### src/rtl/bist_pkg.sv
// Shared definitions for the BIST blocks: controller state enumeration,
// LFSR width and feedback tap positions, pattern counter width, and a
// helper that keeps an all-zero seed from locking the LFSR up.
package bist_pkg;

   localparam int unsigned LFSR_W = 4;
   // Fibonacci taps for x^4 + x^3 + 1
   localparam int unsigned TAP_A  = 3;
   localparam int unsigned TAP_B  = 2;
   localparam int unsigned CNT_W  = 16;

   typedef enum logic [2:0] {
      ST_IDLE,
      ST_CLEAR,
      ST_RUN,
      ST_COMPARE,
      ST_DONE
   } bist_state_e;

   // An all-zero LFSR state never leaves zero; substitute the unit pattern.
   function automatic logic [LFSR_W-1:0] safe_seed(input logic [LFSR_W-1:0] s);
      return (s == '0) ? LFSR_W'(1) : s;
   endfunction

endpackage

### src/rtl/bist_lfsr.sv
// Fibonacci LFSR, x^4 + x^3 + 1, maximal period 15.
// Ports:
//   clock  - rising-edge clock
//   reset  - asynchronous active-high reset, loads RESET_STATE
//   load   - load seed (has priority over enable)
//   enable - advance one step
//   seed   - value loaded on load
//   state  - current LFSR state
module bist_lfsr
   import bist_pkg::*;
#(
   parameter logic [LFSR_W-1:0] RESET_STATE = LFSR_W'(1)
) (
   input  logic              clock,
   input  logic              reset,
   input  logic              load,
   input  logic              enable,
   input  logic [LFSR_W-1:0] seed,
   output logic [LFSR_W-1:0] state
);

   always_ff @(posedge clock or posedge reset) begin
      if (reset) begin
         state <= RESET_STATE;
      end else if (load) begin
         state <= seed;
      end else if (enable) begin
         state <= {state[LFSR_W-2:0], state[TAP_A] ^ state[TAP_B]};
      end
   end

endmodule

### src/rtl/bist_tpg_ctrl.sv
// BIST test-pattern-generator controller. On start it clears the MISR,
// applies NUM_PATTERNS LFSR patterns to the CUT, captures the MISR
// signature and compares it against GOLDEN_SIG.
// Ports:
//   clock         - rising-edge clock
//   reset         - asynchronous active-high reset, forces IDLE
//   start         - run request, sampled in IDLE and DONE only
//   signature     - MISR output, captured in COMPARE
//   pattern       - test vector to the CUT
//   pattern_valid - pattern is a counted test vector (RUN)
//   misr_clear    - one-cycle pulse resetting the MISR (CLEAR)
//   busy          - CLEAR through COMPARE
//   done          - DONE
//   pass / fail   - signature comparison result, valid while done
module bist_tpg_ctrl
   import bist_pkg::*;
#(
   parameter logic [LFSR_W-1:0] SEED         = 4'b0001,
   parameter int unsigned       NUM_PATTERNS = 15,
   parameter logic [LFSR_W-1:0] GOLDEN_SIG   = 4'b0000
) (
   input  logic              clock,
   input  logic              reset,
   input  logic              start,
   input  logic [LFSR_W-1:0] signature,
   output logic [LFSR_W-1:0] pattern,
   output logic              pattern_valid,
   output logic              misr_clear,
   output logic              busy,
   output logic              done,
   output logic              pass,
   output logic              fail
);

   localparam logic [LFSR_W-1:0] SEED_FIX = safe_seed(SEED);
   localparam logic [CNT_W-1:0]  LAST_CNT = CNT_W'(NUM_PATTERNS - 1);

   bist_state_e      state_q;
   bist_state_e      state_d;
   logic [CNT_W-1:0] cnt_q;
   logic             run_last;
   logic             lfsr_load;
   logic             lfsr_enable;

   assign run_last = (cnt_q == LAST_CNT);

   // The LFSR does not step on the final RUN cycle so that pattern keeps
   // showing the last applied vector through COMPARE and DONE.
   assign lfsr_load   = (state_q == ST_CLEAR);
   assign lfsr_enable = (state_q == ST_RUN) && !run_last;

   bist_lfsr #(
      .RESET_STATE (SEED_FIX)
   ) u_lfsr (
      .clock  (clock),
      .reset  (reset),
      .load   (lfsr_load),
      .enable (lfsr_enable),
      .seed   (SEED_FIX),
      .state  (pattern)
   );

   always_ff @(posedge clock or posedge reset) begin
      if (reset) begin
         state_q <= ST_IDLE;
      end else begin
         state_q <= state_d;
      end
   end

   always_comb begin
      state_d = state_q;
      case (state_q)
         ST_IDLE:    if (start) state_d = ST_CLEAR;
         ST_CLEAR:   state_d = ST_RUN;
         ST_RUN:     if (run_last) state_d = ST_COMPARE;
         ST_COMPARE: state_d = ST_DONE;
         ST_DONE:    if (start) state_d = ST_CLEAR;
         default:    state_d = ST_IDLE;
      endcase
   end

   always_ff @(posedge clock or posedge reset) begin
      if (reset) begin
         cnt_q <= '0;
      end else if (state_q == ST_CLEAR) begin
         cnt_q <= '0;
      end else if (state_q == ST_RUN) begin
         cnt_q <= cnt_q + 1'b1;
      end
   end

   // Status outputs are registered from the next state so they are flop
   // outputs aligned with the state they describe, free of decode glitches.
   always_ff @(posedge clock or posedge reset) begin
      if (reset) begin
         pattern_valid <= 1'b0;
         misr_clear    <= 1'b0;
         busy          <= 1'b0;
         done          <= 1'b0;
      end else begin
         pattern_valid <= (state_d == ST_RUN);
         misr_clear    <= (state_d == ST_CLEAR);
         busy          <= (state_d == ST_CLEAR) || (state_d == ST_RUN) ||
                          (state_d == ST_COMPARE);
         done          <= (state_d == ST_DONE);
      end
   end

   // The signature seen during COMPARE already includes the MISR update
   // from the last RUN cycle; the result is visible from DONE onward.
   always_ff @(posedge clock or posedge reset) begin
      if (reset) begin
         pass <= 1'b0;
         fail <= 1'b0;
      end else if (state_q == ST_COMPARE) begin
         pass <= (signature == GOLDEN_SIG);
         fail <= (signature != GOLDEN_SIG);
      end else if (state_d == ST_CLEAR) begin
         pass <= 1'b0;
         fail <= 1'b0;
      end
   end

endmodule

### config.mk
export PLATFORM = sky130hd
export DESIGN_NAME = bist_tpg_ctrl
export DESIGN_NICKNAME = d
export VERILOG_FILES = /design/src/rtl/bist_pkg.sv /design/src/rtl/bist_lfsr.sv /design/src/rtl/bist_tpg_ctrl.sv
export SDC_FILE = /design/constraint.sdc
export NUM_CORES = 1
export LEC_CHECK = 0
export BUFFER_PORTS_ARGS = -buffer_cell sky130_fd_sc_hd__buf_2
export CORE_MARGIN = 2
export CORE_UTILIZATION = 60
export CTS_CLUSTER_DIAMETER = 100
export DETAILED_ROUTE_END_ITERATION = 7
export HOLD_SLACK_MARGIN = 0.12
export PLACE_DENSITY = 0.93
export SYNTH_ARGS = -nofsm -noshare
export SYNTH_HDL_FRONTEND = slang
export SYNTH_HIERARCHICAL = 1
export SYNTH_SLANG_ARGS = --single-unit
### constraint.sdc
create_clock -name clock -period 2.8 [get_ports clock]
set_input_delay 0.14 -clock clock [delete_from_list [all_inputs] [get_ports clock]]
set_output_delay 0.14 -clock clock [all_outputs]
set_load 0.005 [all_outputs]
* Word-level counts from Yosys, hierarchy flattened *
Index checks and enable logic that the tools add are counted.

storage, ports and cells
  flip-flop bits (word level) = 29
  input port bits = 7
  output and inout port bits = 10
  word-level logic and storage cells = 41

cells by class
  $add $sub $neg = 1
  equality and inequality tests = 9
  mux-type cells = 10
  bitwise gates (word level) = 1
  reductions and logical operators = 11

operators by type and width
  cell                                                   number
  2-to-1 mux 16 bit                                      2
  adder 16 x 1 -> 16 bit (second input constant)         1
  equality test 16 x 4 -> 1 bit (second input constant)  1
  equality test 3 x 2 -> 1 bit (second input constant)   4
  one-hot mux 3 bit (4 select lines)                     1
  2-to-1 mux 4 bit                                       2
  equality test 3 x 1 -> 1 bit (second input constant)   2
  equality test 3 bit (second input constant)            2
  2-to-1 mux 3 bit                                       2
  nonzero test 2 bit                                     3
  zero test 4 bit                                        1
  nonzero test 4 bit                                     1
  zero test 3 bit                                        1
  2-to-1 mux 1 bit                                       3
  logical OR 1 bit                                       2
  OR reduction 2 bit                                     1
  logical AND 1 bit                                      1
  zero test 1 bit                                        1
  XOR 1 bit                                              1

* Longest topological paths before layout *
  depth after elaboration = 6
  gate-level depth with buffers = 7
  gate-level depth less buffers = 7

* Cells and area by module *
The synthesis kept the hierarchy.

by module, submodules not included
  module         times used  cells an instance  area each (µm²)  seq. area each (µm²)
  bist_tpg_ctrl  1           121                1,208.7          625.6
  bist_lfsr      1           19                 201.4            101.3

* Worst setup path before layout *
No wires, ideal clock.

  path kind = register to register
  from = register state_q[0]
  to = register u_lfsr.state[0]
  arrival time = 1,695 ps
  required time = 2,725 ps
  path slack = 1,030 ps
  cell stages (with the launch flop) = 7
  buffers on the path = 2
  cells stage by stage = dfrtp_1 or3b_2 clkbuf_1 clkbuf_1 inv_1 or3b_1 o211ai_2

on the way
  elaborated cells between the ends (all ways) = 5
  classes of those cells = eq/ne: 2; mux: 1; reduce/logical: 2

RTL lines
  item                                                    RTL line             RTL
  from (decl)                                             bist_tpg_ctrl.sv:38  bist_state_e state_q;
  from (signal assigned)                                  bist_tpg_ctrl.sv:67  state_q <= state_d;
  equality test 3 x 1 -> 1 bit (*)                        bist_tpg_ctrl.sv:49  assign lfsr_load = (state_q == ST_CLEAR);
  via lfsr_load                                           bist_tpg_ctrl.sv:42  logic lfsr_load;
  2-to-1 mux 4 bit or nonzero test 2 bit (tied branches)  n/a
  to (signal assigned)                                    bist_lfsr.sv:28      state <= {state[LFSR_W-2:0], state[TAP_A] ^ state[TAP_B]};
  to (decl)                                               bist_lfsr.sv:19      output logic [LFSR_W-1:0] state

Mark *: on every way through the listed nets, which the timed path passes. The rest lies on a longest branch.
A chain may end at the register's enable or synchronous reset.

* Worst setup path after layout *
  from = register state_q[0]
  to = register cnt_q[13]

on the way
  cells in the longest elaborated chain, start to end = 2
  elaborated cells between the ends (all ways) = 4
  classes of those cells = eq/ne: 2; mux: 1; reduce/logical: 1

RTL lines
  item                                                                          RTL line                                  RTL
  equality test 3 x 1 -> 1 bit or equality test 3 x 2 -> 1 bit (tied branches)  bist_tpg_ctrl.sv:86, bist_tpg_ctrl.sv:88
  2-to-1 mux 16 bit or nonzero test 2 bit (tied branches)                       n/a
  to (signal assigned)                                                          bist_tpg_ctrl.sv:89                       cnt_q <= cnt_q + 1'b1;
  to (decl)                                                                     bist_tpg_ctrl.sv:40                       logic [CNT_W-1:0] cnt_q;

Several ways; a longest one is shown, not always the timed one.

==> impl_metrics.tcl <==
set metrics [dict create \
    outcome "finished, final reports clean" \
    antenna_cells 0 \
    pwr-share-seq 0.489 \
    grt_pass1_wl_mm 4.864 \
    maxCapViolCount 0 \
    grt_pass1_vias 1084 \
    fin_area_um2 1602 \
    area_delta_synth_final_pct 13.58 \
    synthArstFlopShare 1.000 \
    rsz0062_at_grt "false" \
    netlist_area_um2 1410 \
    fin_skew_ns 0.006413 \
    synthSimpleGateAreaFrac 0.2298 \
    crit_slowest_cell "or4_1" \
    max_slew_margin 0.3650 \
    yosysWarningCount 6 \
    synthMuxAreaShare 0.06389 \
    synth_seq_area_share 0.5155 \
    crit_family "simple AND/OR/NAND/NOR gates" \
    dr.pass1.iters 4 \
    drt_wl_total_mm 3.015 \
    cts_tree "built" \
    dp_cells 181 \
    grt_antenna_before_repair 0 \
    power_frac_comb 0.322 \
    yosysTopAreaCellShare 0.4969 \
    syn_inst 140 \
    vias 1151 \
    drive_gt1_frac 0.1697 \
    io_pins 17 \
    busiest_layer "met2" \
    synth_xor_area_frac 0.006211 \
    synth_cell_types 36 \
    crit_fanout 12 \
    synth_flop_cell "dfrtp_1" \
    use_met2 0.4354 \
    synth.most_common_cell "dfrtp_1" \
    power_mw 1.239 \
    power.switching_mw 0.4529 \
    synth_compound_area_frac 0.1260 \
    peakVddDrop_v 0.0005682 \
    fp.coreArea_um2 2212 \
    cts_num_sinks 29 \
    critPathKind "flip-flop to flip-flop" \
    finalHoldViolCount 0 \
    p_sw_frac 0.3655 \
    post-route-drc-count 0 \
    arrival_ns 2.30 \
    synth_top_area_cell "dfrtp_1" \
    worstMarginPinSlew_ns 0.9514 \
    required_ns 3.01 \
    dp_slack_ns 0.7395 \
    critPathCaptureType "flip-flop" \
    antenna_left 0 \
    synth_area_leaders "dfrtp_1 (50%), mux2i_1 (6.4%), nand2_1 (5.6%)" \
    total_leakage_power_nw 0.7965 \
    initial_core_util 0.6374 \
    finalCritPeriodShare 0.7457 \
    synth-seq-cells 29 \
    port_buffers 16 \
    groute.layer.met1.usage 0.2900 \
    fin_ws_ns 0.7120 \
    use_met3 0.07714 \
    p_int_mw 0.7864 \
    h-tree-depth 2 \
    startpoint_type "flip-flop" \
    finalMaxSlewViolations 0 \
    final_util 0.7240 \
    finalSetupTns_ns 0 \
    grt_use_total 0.2547 \
    die_height_um 52.48 \
    synth_top_family_by_area "simple AND/OR/NAND/NOR gates" \
    critPathBufInv 0 \
    final_nets 173 \
    hold_path_class "primary input to flip-flop" \
    finalCriticalPeriod_ns 2.088 \
    finalNonFillerCells 193 \
    synth_edf_count 0 \
    die_x_um 52.48 \
    grt_remaining_overflow 0 \
    dieArea_um2 2754 \
    path_cells "or3b_1 -> or4_1 -> o211ai_2 -> o31ai_2" \
    synthAdderAreaFrac 0.01775 \
    grt_max_degree 26 \
    hold_ws_ns 0.2030 \
    p_clk_frac 0.189 \
    ctsResizeCount 0 \
    power_density_nw_per_um2 773.9 \
    cts_buffers 5 \
    cts-root-buf "clkbuf_4" \
    slowest_delay_ns 0.68 \
    post_dp_cell_area_um2 1513 \
    synth.avg_cell_area_um2 10.07 \
    synth.top_cells.by_count "dfrtp_1 (28), nand2_1 (21), o21ai_0 (10)" \
    dp_hpwl_mm 2.128 \
    setup_violations 0 \
    first_iter_violations 35 \
    gp_congestion 0.7962 \
    path_clk_slew_ns 0.09 \
    clockBufferDepth 2 \
    drt-vias-per-instance 5.964 \
    insertion_delay_ns 0.33 \
    wl_per_cell_um 15.62 \
    max_freq_mhz 478.9 \
    floorplan.rows 17 \
]
[power groups by stage]
stage | combinational [mW] | sequential, mW | clock (mW)
2_1_floorplan | 0.263 | 0.602 | 0
3_3_place_gp | 0.367 | 0.600 | 0
3_5_place_dp | 0.389 | 0.612 | 0
4_1_cts | 0.393 | 0.605 | 0.237
5_1_grt | 0.446 | 0.619 | 0.255
6_report | 0.399 | 0.606 | 0.235
[path summary, 6_finish.rpt]
kind                            slack, ns            startpoint                     endpoint  cells past startpoint
worst max-delay path                 0.71  state_q[0]$_DFF_PP0_        cnt_q[13]$_DFFE_PP0P_                      4
worst min-delay path                 0.20          signature[2]             pass$_DFFE_PP0P_                      3
worst max register to register       0.71  state_q[0]$_DFF_PP0_        cnt_q[13]$_DFFE_PP0P_                      4
worst min register to register       0.50      fail$_DFFE_PP0P_             fail$_DFFE_PP0P_                      2
max in group asynchronous            1.64                 reset         cnt_q[2]$_DFFE_PP0P_                      3
min in group asynchronous            0.24                 reset  u_lfsr/state[2]$_DFFE_PP0P_                      3
[per-layer routing]
| layer | up-vias | routed length, um | share of wire |
|---|---|---|---|
| li1 | 546 | - | - |
| met3 | 7 | 171 | 0.057 |
| met2 | 36 | 1513 | 0.50 |
| met1 | 562 | 1261 | 0.42 |
| met5 | - | 0 | 0 |
| met4 | 0 | 68 | 0.023 |
[cell families (layout without fill, tap and decap cells)]
family,after synthesis,count (layout)
mux,9,9
simple gates,60,60
xor+xnor,1,1
buf+inv,13,36
compound gates,24,24
other cells,2,4
flops,29,29
fa+ha+maj,2,2
[layout make-up]
class                      instances  area (um^2)
sequential                        29        726.9
multi-input combinational        100        640.6
fill                             159        610.6
timing repair buffer              20        120.1
clock buffer                       8        48.80
tap                               28        35.03
inverter                           8        30.03
[repair_timing]
action / CTS / global route
hold endpoints to repair: 31 / 0
setup buffers: 0 / 0
hold buffers: 4 / 0
endpoints found under the setup margin: 0 / 0
[cell usage in the layout (no fill, tap or decap), drive strengths merged]
cell         count
nor4bb           1
o31ai            4
or4              1
buf             16
a22o             2
dfrtp           28
dfstp            1
nor2             5
nand2           21
o211ai           5
nor4             3
nor3b            1
dlygate4sd3      4
xnor2            1
mux2i            9
inv              8
or3b             3
and2             2
conb             4
and3b            1
nor2b            1
ha               2
clkbuf           8
nand4bb          1
nand2b           1
nand3            8
o21ai           11
a21o             1
nor4b            1
nor3             2
a21oi            1
nand3b           2
nand4            6
[worst register-to-register path, delay by kind of cell (launching register included)]
family | cells | cell delay, ns
compound gates | 2 | 0.31
simple gates | 2 | 1.24
flops | 1 | 0.43
[registers in the layout, indices dropped and copies added, names as in the netlist]
register       count
cnt_q             16
u_lfsr/state       4
state_q            3
busy               1
done               1
fail               1
misr_clear         1
pass               1
pattern_valid      1
No activity file was read; power rests on OpenSTA's default activity.
